<file path="src/rtl/loop_filter_5bit_if.sv">
`default_nettype none
// ============================================================================
// Module   : loop_filter_5bit_if
// Function : Phase-error sample bus into, and DCO control word out of, the
//            ADPLL loop filter.
// Revision : 1.0
// ============================================================================
interface loop_filter_5bit_if;
   logic       err_valid;
   logic       err_sign;
   logic [4:0] err;
   logic       ctrl_valid;
   logic       ctrl_sign;
   logic [4:0] ctrl;
   logic       locked;

   modport master (
      output err_valid, err_sign, err,
      input  ctrl_valid, ctrl_sign, ctrl, locked
   );

   modport slave (
      input  err_valid, err_sign, err,
      output ctrl_valid, ctrl_sign, ctrl, locked
   );
endinterface
`default_nettype wire

</file>
<file path="src/rtl/loop_filter_5bit.sv">
`default_nettype none
// ============================================================================
// Module   : loop_filter_5bit
// Function : Two-stage PI loop filter with saturating fractional integrator
//            and consecutive-sample lock detector.
// Revision : 1.0
// ============================================================================
module loop_filter_5bit #(
   parameter int LOCK_TOL = 2,
   parameter int LOCK_CNT = 16
) (
   input  wire logic       clk,
   input  wire logic       reset,
   input  wire logic [2:0] kp_shift,
   input  wire logic [2:0] ki_shift,
   input  wire logic       freeze,
   loop_filter_5bit_if.slave bus
);
   localparam logic [7:0]         c_lock_tol = 8'(LOCK_TOL);
   localparam logic [7:0]         c_lock_cnt = 8'(LOCK_CNT);
   localparam logic signed [12:0] c_acc_max  = 13'sd2047;
   localparam logic signed [12:0] c_acc_min  = -13'sd2047;

   logic signed [5:0]  p_d, p_q;
   logic signed [11:0] acc_d, acc_q;
   logic [7:0]         lock_cnt_d, lock_cnt_q;
   logic               v1_d, v1_q;
   logic               ctrl_sign_d, ctrl_sign_q;
   logic [4:0]         ctrl_d, ctrl_q;
   logic               ctrl_valid_d, ctrl_valid_q;
   logic               locked_d, locked_q;

   logic               e_neg;
   logic [4:0]         p_mag;
   logic [8:0]         inc_mag;
   logic signed [12:0] inc_s;
   logic signed [12:0] acc_sum;
   logic [10:0]        acc_abs;
   logic [6:0]         i_mag;
   logic signed [8:0]  i_val;
   logic signed [8:0]  y;
   logic signed [8:0]  y_abs;

   // Stage 1: proportional term, integrator and lock counter
   always_comb begin
      e_neg      = bus.err_sign & (bus.err != 5'd0);
      p_mag      = bus.err >> kp_shift;
      inc_mag    = {bus.err, 4'b0000} >> ki_shift;
      inc_s      = e_neg ? -$signed({4'b0000, inc_mag}) : $signed({4'b0000, inc_mag});
      acc_sum    = $signed({acc_q[11], acc_q}) + inc_s;
      p_d        = p_q;
      acc_d      = acc_q;
      lock_cnt_d = lock_cnt_q;
      v1_d       = bus.err_valid;
      if (bus.err_valid) begin
         p_d = e_neg ? -$signed({1'b0, p_mag}) : $signed({1'b0, p_mag});
         if (!freeze) begin
            if (acc_sum > c_acc_max)
               acc_d = 12'sd2047;
            else if (acc_sum < c_acc_min)
               acc_d = -12'sd2047;
            else
               acc_d = acc_sum[11:0];
         end
         if ({3'b000, bus.err} <= c_lock_tol)
            lock_cnt_d = (lock_cnt_q >= c_lock_cnt) ? lock_cnt_q : lock_cnt_q + 8'd1;
         else
            lock_cnt_d = 8'd0;
      end
   end

   // Stage 2: acc_q already holds this sample's updated integrator value
   always_comb begin
      acc_abs      = acc_q[11] ? (~acc_q[10:0] + 11'd1) : acc_q[10:0];
      i_mag        = 7'(acc_abs >> 4);
      i_val        = acc_q[11] ? -$signed({2'b00, i_mag}) : $signed({2'b00, i_mag});
      y            = $signed({{3{p_q[5]}}, p_q}) + i_val;
      y_abs        = y[8] ? -y : y;
      ctrl_valid_d = v1_q;
      ctrl_sign_d  = ctrl_sign_q;
      ctrl_d       = ctrl_q;
      locked_d     = locked_q;
      if (v1_q) begin
         ctrl_sign_d = ~y[8] & (y != 9'sd0);
         ctrl_d      = (y_abs > 9'sd31) ? 5'd31 : y_abs[4:0];
         locked_d    = (lock_cnt_q == c_lock_cnt);
      end
   end

   always_ff @(posedge clk or posedge reset) begin
      if (reset) begin
         p_q          <= '0;
         acc_q        <= '0;
         lock_cnt_q   <= '0;
         v1_q         <= 1'b0;
         ctrl_sign_q  <= 1'b0;
         ctrl_q       <= '0;
         ctrl_valid_q <= 1'b0;
         locked_q     <= 1'b0;
      end else begin
         p_q          <= p_d;
         acc_q        <= acc_d;
         lock_cnt_q   <= lock_cnt_d;
         v1_q         <= v1_d;
         ctrl_sign_q  <= ctrl_sign_d;
         ctrl_q       <= ctrl_d;
         ctrl_valid_q <= ctrl_valid_d;
         locked_q     <= locked_d;
      end
   end

   assign bus.ctrl_valid = ctrl_valid_q;
   assign bus.ctrl_sign  = ctrl_sign_q;
   assign bus.ctrl       = ctrl_q;
   assign bus.locked     = locked_q;
endmodule
`default_nettype wire

</file>
<file path="src/flat_wrapper.sv">
// flat-port wrapper written by rule: the top's interface ports become plain ports
module loop_filter_5bit_flat 
#(
   parameter int LOCK_TOL = 2,
   parameter int LOCK_CNT = 16
)
  (clk, reset, kp_shift, ki_shift, freeze, bus_err_valid, bus_err_sign, bus_err, bus_ctrl_valid, bus_ctrl_sign, bus_ctrl, bus_locked);
  loop_filter_5bit_if bus_i ();
  input  wire logic clk;
  input  wire logic reset;
  input  wire logic [2:0] kp_shift;
  input  wire logic [2:0] ki_shift;
  input  wire logic freeze;
  input wire logic [$bits(bus_i.err_valid)-1:0] bus_err_valid;
  input wire logic [$bits(bus_i.err_sign)-1:0] bus_err_sign;
  input wire logic [$bits(bus_i.err)-1:0] bus_err;
  output wire logic [$bits(bus_i.ctrl_valid)-1:0] bus_ctrl_valid;
  output wire logic [$bits(bus_i.ctrl_sign)-1:0] bus_ctrl_sign;
  output wire logic [$bits(bus_i.ctrl)-1:0] bus_ctrl;
  output wire logic [$bits(bus_i.locked)-1:0] bus_locked;
  assign bus_i.err_valid = bus_err_valid;
  assign bus_i.err_sign = bus_err_sign;
  assign bus_i.err = bus_err;
  assign bus_ctrl_valid = bus_i.ctrl_valid;
  assign bus_ctrl_sign = bus_i.ctrl_sign;
  assign bus_ctrl = bus_i.ctrl;
  assign bus_locked = bus_i.locked;
  loop_filter_5bit #(.LOCK_TOL(LOCK_TOL), .LOCK_CNT(LOCK_CNT)) u_core (.clk(clk), .reset(reset), .kp_shift(kp_shift), .ki_shift(ki_shift), .freeze(freeze), .bus(bus_i));
endmodule
</file>
<file path="config.mk">
export PLATFORM = sky130hd
export DESIGN_NAME = loop_filter_5bit_flat
export DESIGN_NICKNAME = d
export VERILOG_FILES = /design/src/rtl/loop_filter_5bit_if.sv /design/src/rtl/loop_filter_5bit.sv /design/src/flat_wrapper.sv
export SDC_FILE = /design/constraint.sdc
export NUM_CORES = 1
export LEC_CHECK = 0
export CAP_MARGIN = 5
export CORE_UTILIZATION = 48
export DETAILED_ROUTE_END_ITERATION = 16
export PLACE_DENSITY = 0.67
export SLEW_MARGIN = 20
export SYNTH_ARGS = -nofsm -noshare
export SYNTH_HDL_FRONTEND = slang
export SYNTH_SLANG_ARGS = --single-unit
</file>
<file path="constraint.sdc">
create_clock -name clk -period 7.71 [get_ports clk]
set_clock_uncertainty 0.15 [all_clocks]
set_input_delay 1.542 -clock clk [delete_from_list [all_inputs] [get_ports clk]]
set_output_delay 1.542 -clock clk [all_outputs]
set_load 0.01 [all_outputs]
</file>
### After elaboration in Yosys (flattened, before gate mapping)

Cells that the tools add are included.

* register bits: 35
* input bits: 16
* word-level logic and storage cells: 44

* add/sub/neg operators: 8
* magnitude comparators: 5
* eq/ne operators: 2
* shift operators: 2
* multiplexer cells: 10
* bitwise operators: 5
* reductions and logical operators: 4

Operator list (number)
* $mux W12: 2
* $mux W9: 2
* $mux W8: 2
* $add A12 B13 Y13: 1
* $gt A13 B12 Y1 const B: 1
* $lt A13 B12 Y1 const B: 1
* $mux W13: 1
* $neg A9 Y13: 1
* $add A11 B1 Y11 const B: 1
* $mux W11: 1
* $not A11 Y11: 1
* $add A6 B9 Y9: 1
* $gt A9 B6 Y1 const B: 1
* $neg A7 Y9: 1
* $neg A9 Y9: 1
* $reduce_bool A9 Y1: 1
* $shr A9 B3 Y9: 1
* $add A8 B1 Y8 const B: 1
* $eq A8 B5 Y1 const B: 1
* $ge A8 B5 Y1 const B: 1
* $mux W6: 1
* $neg A5 Y6: 1
* $le A5 B2 Y1 const B: 1
* $mux W5: 1
* other kinds (6): 9

### Longest topological paths before layout

Gate-level depths: netlist of the first run.

* word-level depth: 10
* mapped depth: 19
* depth with buffers taken out: 18

### Worst setup path after synthesis of the first run

No wires, ideal clock.

* path kind: input port to flip-flop
* start: input ki_shift[0]
* end: register u_core.acc_q[3]
* library setup time: 0.126 ns
* arrival time: 5.288 ns
* slack: 2.146 ns
* cell stages on the path: 17
* path buffers: 1
* cell sequence: buf_2 mux2i_1 mux2i_1 a21oi_1 ha_1 and3_1 a21oi_1 o32ai_1 ha_1 o21a_1 o21ai_0 a211oi_1 nor3_1 o22ai_1 o41ai_1 o21ai_1 a221o_1

* word-level cells in the longest chain between the ends: 7
* elaborated cells on any way between the ends: 8

Ends and longest elaborated chain
* start, declared: line flat_wrapper.sv:12 `input wire logic [2:0] ki_shift;`
* $shr A9 B3 Y9 *: line loop_filter_5bit.sv:48 `inc_mag = {bus.err, 4'b0000} >> ki_shift;`
* $neg A9 Y13: line loop_filter_5bit.sv:49 `inc_s = e_neg ? -$signed({4'b0000, inc_mag}) : $signed({4'b0000, inc_mag});`
* $mux W13 *: line loop_filter_5bit.sv:49
* $add A12 B13 Y13 *: line loop_filter_5bit.sv:50 `acc_sum = $signed({acc_q[11], acc_q}) + inc_s;`
* $lt A13 B12 Y1: line loop_filter_5bit.sv:60 `else if (acc_sum < c_acc_min)`
* $mux W12: line loop_filter_5bit.sv:60
* $mux W12 *: line loop_filter_5bit.sv:58 `if (acc_sum > c_acc_max)`
* end signal, assigned: line loop_filter_5bit.sv:93 `acc_q <= '0;`
* end signal, assigned: line loop_filter_5bit.sv:102 `acc_q <= acc_d;`
* end, declared: line loop_filter_5bit.sv:25 `logic signed [11:0] acc_d, acc_q;`

Mark *: on every way between the ends. The rest lies on a longest branch, timed or not.
A chain may end at the register's enable or synchronous reset.

### Worst setup path after layout of the first run

* start: input ki_shift[0]
* end: register u_core.acc_q[8]

Same word-level chain as after synthesis.

==> run_results.csv, run 1 <==
group,metric,value,unit
status,status,"complete, no violations",
grt,grt_pass1_wl,13.30,mm
grt,grt_usage,0.2147,
layout,syn_to_final_growth,11.17,%
yosys,synth-edff-count,0,
place,gp_congestion,0.8958,
critical_path,r2r_slack,2.85,ns
yosys,ys_types,74,
sta,finalSetupViolCount,0,
grt,grt_pass1_vias,2863,
run,maxCapViolCount,0,
critical_path,crit_arrival,6.54,ns
power,p_leak,1.739,nW
sta,finalCriticalPeriod,6.531,ns
layout,drive_gt1_frac,0.08132,
critical_path,startpoint,"ki_shift[0]",
clock_tree,cts_hold_buf,0,
layout,diodes,0,
yosys,synth_top_area_frac,0.2405,
yosys,synth-seq-cells,35,
clock_tree,cts-root-buf,"clkbuf_8",
drt,dr.pass1.iters,4,
critical_path,path_max_fanout,11,
drt,via_per_inst,5.690,
power,ir_drop,0.0002274,V
critical_path,worst-r2r-cell-count,15,
yosys,yosysSeqAreaShare,0.2405,
clock_tree,clockBufferDepth,2,
clock_tree,postCtsSetupBuffers,0,
yosys,synth_nets,481,
yosys,yosysTopAreaCell,"dfrtp_1",
sta,period_share,0.8471,
clock_tree,clock_sinks,35,
layout,layout.cells.non_filler,554,
floorplanning,design.core.area,0.007292,mm²
yosys,syn_inst,437,
critical_path,cp-start-kind,"input port",
sta,slew_violations,0,
critical_path,crit_required,7.72,ns
yosys,synthesis.area,0.003641,mm²
sta,relSlewSlack,0.5749,
drt,wl,7.978,mm
place,dp_hpwl,6.303,mm
drt,ant_nets,0,
grt,antenna_found_initial,0,
power,finalPower,1.789,mW
clock_tree,cts_tree,"done",
power,power.density,441.9,mW/mm²
sta,hold_viol_final,0,
grt,grt-ovfl-total,0,
yosys,yosys-top-cells-area,"dfrtp_1 24%, ha_1 8.9%, xnor2_1 4.6%, a21oi_1 4.4%, nor2_1 3.9%",
layout,layout_commonest_cell,"nor2_1",
floorplanning,die_area,0.007938,mm²
clock_tree,cts-resized-gates,0,
floorplanning,die_x,89.10,µm
yosys,synth-async-reset-ratio,1.000,
layout,final_core_util,0.5551,
min_path,worstHoldPathCells,1,
place,dp.cells,546,
floorplanning,dieHeight,89.10,µm
place,port_buffers,23,
min_path,min-delay-start,"u_core.lock_cnt_q[5]",
clock_tree,h-tree-depth,2,
min_path,min_to,"u_core.lock_cnt_q[5]",
yosys,synth_area_per_cell,8.332,µm²
min_path,hold_path.class,"flop to flop",
drt,drt-initial-drc-count,148,
floorplanning,row_count,31,
drt,drc,0,
critical_path,reg2reg_from,"u_core.acc_q[2]",
clock_tree,clk_pin_slew,0.08,ns
yosys,synth_warnings,0,
sta,max_freq,153.1,MHz
drt,wl_per_cell,14.40,µm
layout,final_cell_mix,"38 x nor2_1, 35 x nand2_1, 35 x dfrtp_1",
floorplanning,ios,24,
floorplanning,start_util,0.4993,
clock_tree,numCtsBuffers,5,
critical_path,critPathKind,"input port to flop",
critical_path,endpoint_kind,"flop",
sta,setup_tns,0,ns
critical_path,worstReg2RegEnd,"u_core.bus.ctrl[1]",
grt,grt_max_degree,36,
layout,num-nets-final,498,
yosys,synth_ff_type,"dfrtp_1",
sta,tightestPinTransition,0.6356,ns
drt,num_vias,3152,
sta,rsz0062_at_grt,"false",
clock_tree,clock_latency,0.29,ns
[worst max path at each step]
stage,end,depth (start not counted)
floorplan,u_core.acc_q[3],17
global placement,u_core.acc_q[8],17
detailed placement,u_core.acc_q[8],17
CTS,u_core.acc_q[8],17
global route,u_core.acc_q[3],18
finish,u_core.acc_q[8],17
[through the flow]
stage	setup WS (ns)	hold slack [ns]	instance area, µm²
floorplan	2.146	0.2245	3641
global placement	1.200	0.3206	3935
detailed placement	1.004	0.3222	3935
CTS	1.279	0.3424	4048
global route	0.7586	0.3571	4048
finish	1.179	0.3451	4048
[synth_stat cells (all sizes together), types with 2 or more instances]
master  count
or2         2
o21bai      4
a21o        5
fa          2
a41oi       2
clkbuf     11
nor2       38
o31ai       4
nand2b     10
nand4       3
a21oi      33
or4         2
nor3       13
o41a        2
inv        29
o32ai       3
nand3b      3
o211a       2
a311o       2
o211ai      5
xnor2      19
and3        4
a31oi       3
a221o       6
nand2      36
mux2i      11
a211oi      6
a211o       3
mux2        6
o21a        5
o41ai       3
xor2       13
nor2b       5
ha         26
nor3b       2
buf         4
o31a        3
and2        7
nand3      11
or3         6
dfrtp      35
nor4b       2
o21ai      27
o22ai       5
[state kept, by name, summed over array words and instances (netlist names)]
name                   cells
u_core.acc_q              12
u_core.lock_cnt_q          8
u_core.ctrl_valid_d        1
u_core.bus.ctrl            5
u_core.bus.locked          1
u_core.bus.ctrl_valid      1
u_core.bus.ctrl_sign       1
u_core.p_q                 6
[layer usage]
layer / part of all wire / GRT usage / vias up / wire length (µm)
met5: 0 / 0 / - / 0
met4: 0.012 / 0.05772 / 0 / 97
met3: 0.027 / 0.03139 / 6 / 218
met2: 0.47 / 0.3629 / 47 / 3783
met1: 0.49 / 0.2876 / 1458 / 3879
li1: - / - / 1641 / -
[power breakdown]
| group | switching (mW) | leakage (nW) | internal, mW | total [mW] |
|---|---|---|---|---|
| logic | 0.722 | 1.26 | 0.591 | 1.31 |
| registers | 0.0818 | 0.418 | 0.229 | 0.310 |
| clock network | 0.0688 | 0.0581 | 0.0962 | 0.165 |
| total | 0.873 | 1.74 | 0.916 | 1.79 |
[logic make-up (layout without fill, tap and decap cells)]
kind of cell / after synthesis / after routing / synth area share
fa+ha+maj: 28 / 28 / 0.1003
xor+xnor: 33 / 33 / 0.08316
buf+inv: 44 / 62 / 0.05051
simple gates: 149 / 149 / 0.2110
compound gates: 130 / 130 / 0.2560
flops: 35 / 35 / 0.2405
mux: 18 / 18 / 0.05842
[layout make-up]
class,count,area [µm²]
fill,698,3244
multi-input combinational,358,2581
sequential,35,875.8
timing repair buffer,25,245.2
tap,99,123.9
inverter,29,108.9
clock buffer,5,68.82
clock inverter,3,43.79
[critical path, cell delays in order]
cell	delay [ns]
clkdlybuf4s50_1	0.74
mux2i_1	0.37
mux2i_1	0.18
a21oi_1	0.38
ha_1	0.27
and3_1	0.25
a21oi_1	0.09
o32ai_1	0.23
ha_1	0.30
o21a_1	0.13
o21ai_0	0.32
a211oi_1	0.15
nor3_1	0.28
o22ai_1	0.12
o41ai_1	0.52
o21ai_1	0.27
a221o_1	0.39
Note: power is estimated with default switching activity, not from simulation.
==> run 2: changes to the inputs <==
PLACE_DENSITY = 0.7   (was 0.67)
clock period = 5.77 ns   (was 7.71 ns; I/O delays follow)
==> run 2 against run 1 <==
  * Sequential power rose by 34%
  * Core utilization rose by 3.8 points
  * Total power rose by 41%
  * Combinational power rose by 44%
  * Clock power rose by 39%
  * Final area rose by 6.9%
  * Sequential cell count did not move
  * Critical path type unchanged
  * Largest cell class unchanged
==> run_results.csv, run 2 (same netlist as run 1, synthesis figures left out) <==
group,metric,value,unit
power,power.density,583.9,mW/mm²
floorplanning,ios,24,
critical_path,endpoint_kind,"flop",
layout,drive_gt1_frac,0.1513,
power,pwr-share-comb,0.744,
sta,max_freq,184.9,MHz
clock_tree,cts-root-buf,"clkbuf_8",
layout,layout_commonest_cell,"nor2_1",
place,dp_hpwl,6.705,mm
sta,slew_violations,0,
clock_tree,h-tree-depth,2,
power,p_leak,1.907,nW
power,clkPwrFrac,0.091,
drt,dr.pass1.iters,4,
drt,num_vias,3328,
sta,rsz0062_at_grt,"false",
floorplanning,design.core.area,0.007292,mm²
grt,grt_usage,0.2332,
power,p_int,1.338,mW
critical_path,crit_required,5.85,ns
layout,final_cell_mix,"38 x nor2_1, 36 x buf_4, 35 x nand2_1, 35 x dfrtp_1, 32 x a21oi_1",
critical_path,critPathKind,"input port to flop",
place,port_buffers,23,
power,finalPower,2.526,mW
power,switchingPower,1.187,mW
drt,wl_per_cell,14.35,µm
grt,grt_pass1_wl,14.43,mm
place,dp.cells,580,
sta,hold_ws,0.3398,ns
sta,relSlewSlack,0.5480,
clock_tree,clock_latency,0.29,ns
layout,fillCellCount,715,
clock_tree,clk_pin_slew,0.07,ns
sta,setup_tns,0,ns
sta,finalCriticalPeriod,5.410,ns
floorplanning,die_area,0.007938,mm²
grt,grt_pass1_vias,3196,
layout,stdcell_area,0.004325,mm²
power,power_frac_seq,0.165,
layout,largest_reg_flops,12,
drt,drt-initial-drc-count,180,
clock_tree,clock_sinks,35,
sta,tightestPinTransition,0.6758,ns
power,ir_drop,0.0003084,V
clock_tree,numCtsBuffers,5,
layout,reg_top3,"u_core.acc_q x12, u_core.lock_cnt_q x8, u_core.p_q x6",
critical_path,crit_arrival,5.49,ns
drt,drc,0,
clock_tree,cts_hold_buf,0,
status,status,"complete, no violations",
floorplanning,row_count,31,
place,gp_congestion,0.8842,
grt,antenna_found_initial,0,
clock_tree,cts_tree,"done",
sta,period_share,0.9376,
layout,num-nets-final,532,
power,p_sw_frac,0.4701,
floorplanning,start_util,0.4993,
clock_tree,clockBufferDepth,2,
drt,wl,8.440,mm
drt,via_per_inst,5.660,
grt,grt-ovfl-total,0,
layout,diodes,0,
sta,finalSetupViolCount,0,
layout,layout.cells.non_filler,588,
sta,hold_viol_final,0,
min_path,hold_path.class,"flop to flop",
place,placed_area,0.004190,mm²
layout,max_flop_register,"u_core.acc_q",
critical_path,cp-start-kind,"input port",
floorplanning,dieHeight,89.10,µm
grt,grt_max_degree,27,
floorplanning,die_x,89.10,µm
run,maxCapViolCount,0,
critical_path,path_max_fanout,10,
layout,syn_to_final_growth,18.80,%
drt,ant_nets,0,
[run 2: timing repair]
item	CTS	global route
setup endpoints to repair	0	9
resized for setup	0	4
setup buffers	0	0
[run 2: layout make-up]
cell class / instances / area [µm²] / share of cell area
clock buffer: 6 / 82.58 / 0.01909
clock inverter: 2 / 35.03 / 0.008100
inverter: 29 / 108.9 / 0.02517
multi-input combinational: 358 / 2599 / 0.6008
sequential: 35 / 875.8 / 0.2025
tap: 99 / 123.9 / 0.02864
timing repair buffer: 59 / 500.5 / 0.1157
[run 2: routing by layer]
metal	wire length [µm]	global-route usage	vias to the layer above	share of wire
met3	239	0.03416	15	0.028
met2	4322	0.4379	51	0.51
met1	3712	0.2750	1562	0.44
met5	0	0	-	0
met4	165	0.06494	0	0.020
li1	-	-	1700	-
[run 2: path summary, 6_finish.rpt]
| check | from | end | slack, ns | depth (start not counted) |
|---|---|---|---|---|
| max in group asynchronous | reset | u_core.p_q[3] | 3.84 | 3 |
| max reg2reg | u_core.acc_q[2] | u_core.bus.ctrl[1] | 0.87 | 15 |
| min in group asynchronous | reset | u_core.bus.ctrl[2] | 0.97 | 2 |
| min reg2reg | u_core.bus.locked | u_core.bus.locked | 0.34 | 2 |
| max | ki_shift[0] | u_core.acc_q[1] | 0.36 | 17 |
| min | u_core.bus.locked | u_core.bus.locked | 0.34 | 2 |
[run 2: critical path: stages]
cell and delay [ns]:
clkdlybuf4s50_1 0.50, buf_4 0.19, mux2_2 0.36, a211o_1 0.30
a2bb2oi_2 0.15, and3_1 0.27, a21oi_1 0.09, o32ai_1 0.24
ha_1 0.29, o21a_1 0.12, o21ai_1 0.27, a211oi_2 0.10
o41ai_2 0.34, xnor3_1 0.42, nand2b_1 0.20, o21ai_1 0.27
a221o_1 0.22
[run 2: per-stage QoR]
step / util / worst slack [ns]
after floorplan: - / 0.5940
after global placement: 0.5746 / 0.005152
after detailed placement: 0.5746 / -0.07855
after CTS: 0.5908 / 0.2191
after global routing: 0.5932 / 0.05332
final: 0.5932 / 0.3603
[run 2: power groups by stage]
| stage | logic, mW | registers [mW] | clock network, mW |
|---|---|---|---|
| after global placement | 1.80 | 0.417 | 0 |
| final | 1.88 | 0.416 | 0.230 |
| after global routing | 2.12 | 0.426 | 0.244 |
| after CTS | 1.87 | 0.415 | 0.234 |
| after detailed placement | 1.85 | 0.420 | 0 |
| after floorplan | 1.45 | 0.378 | 0 |
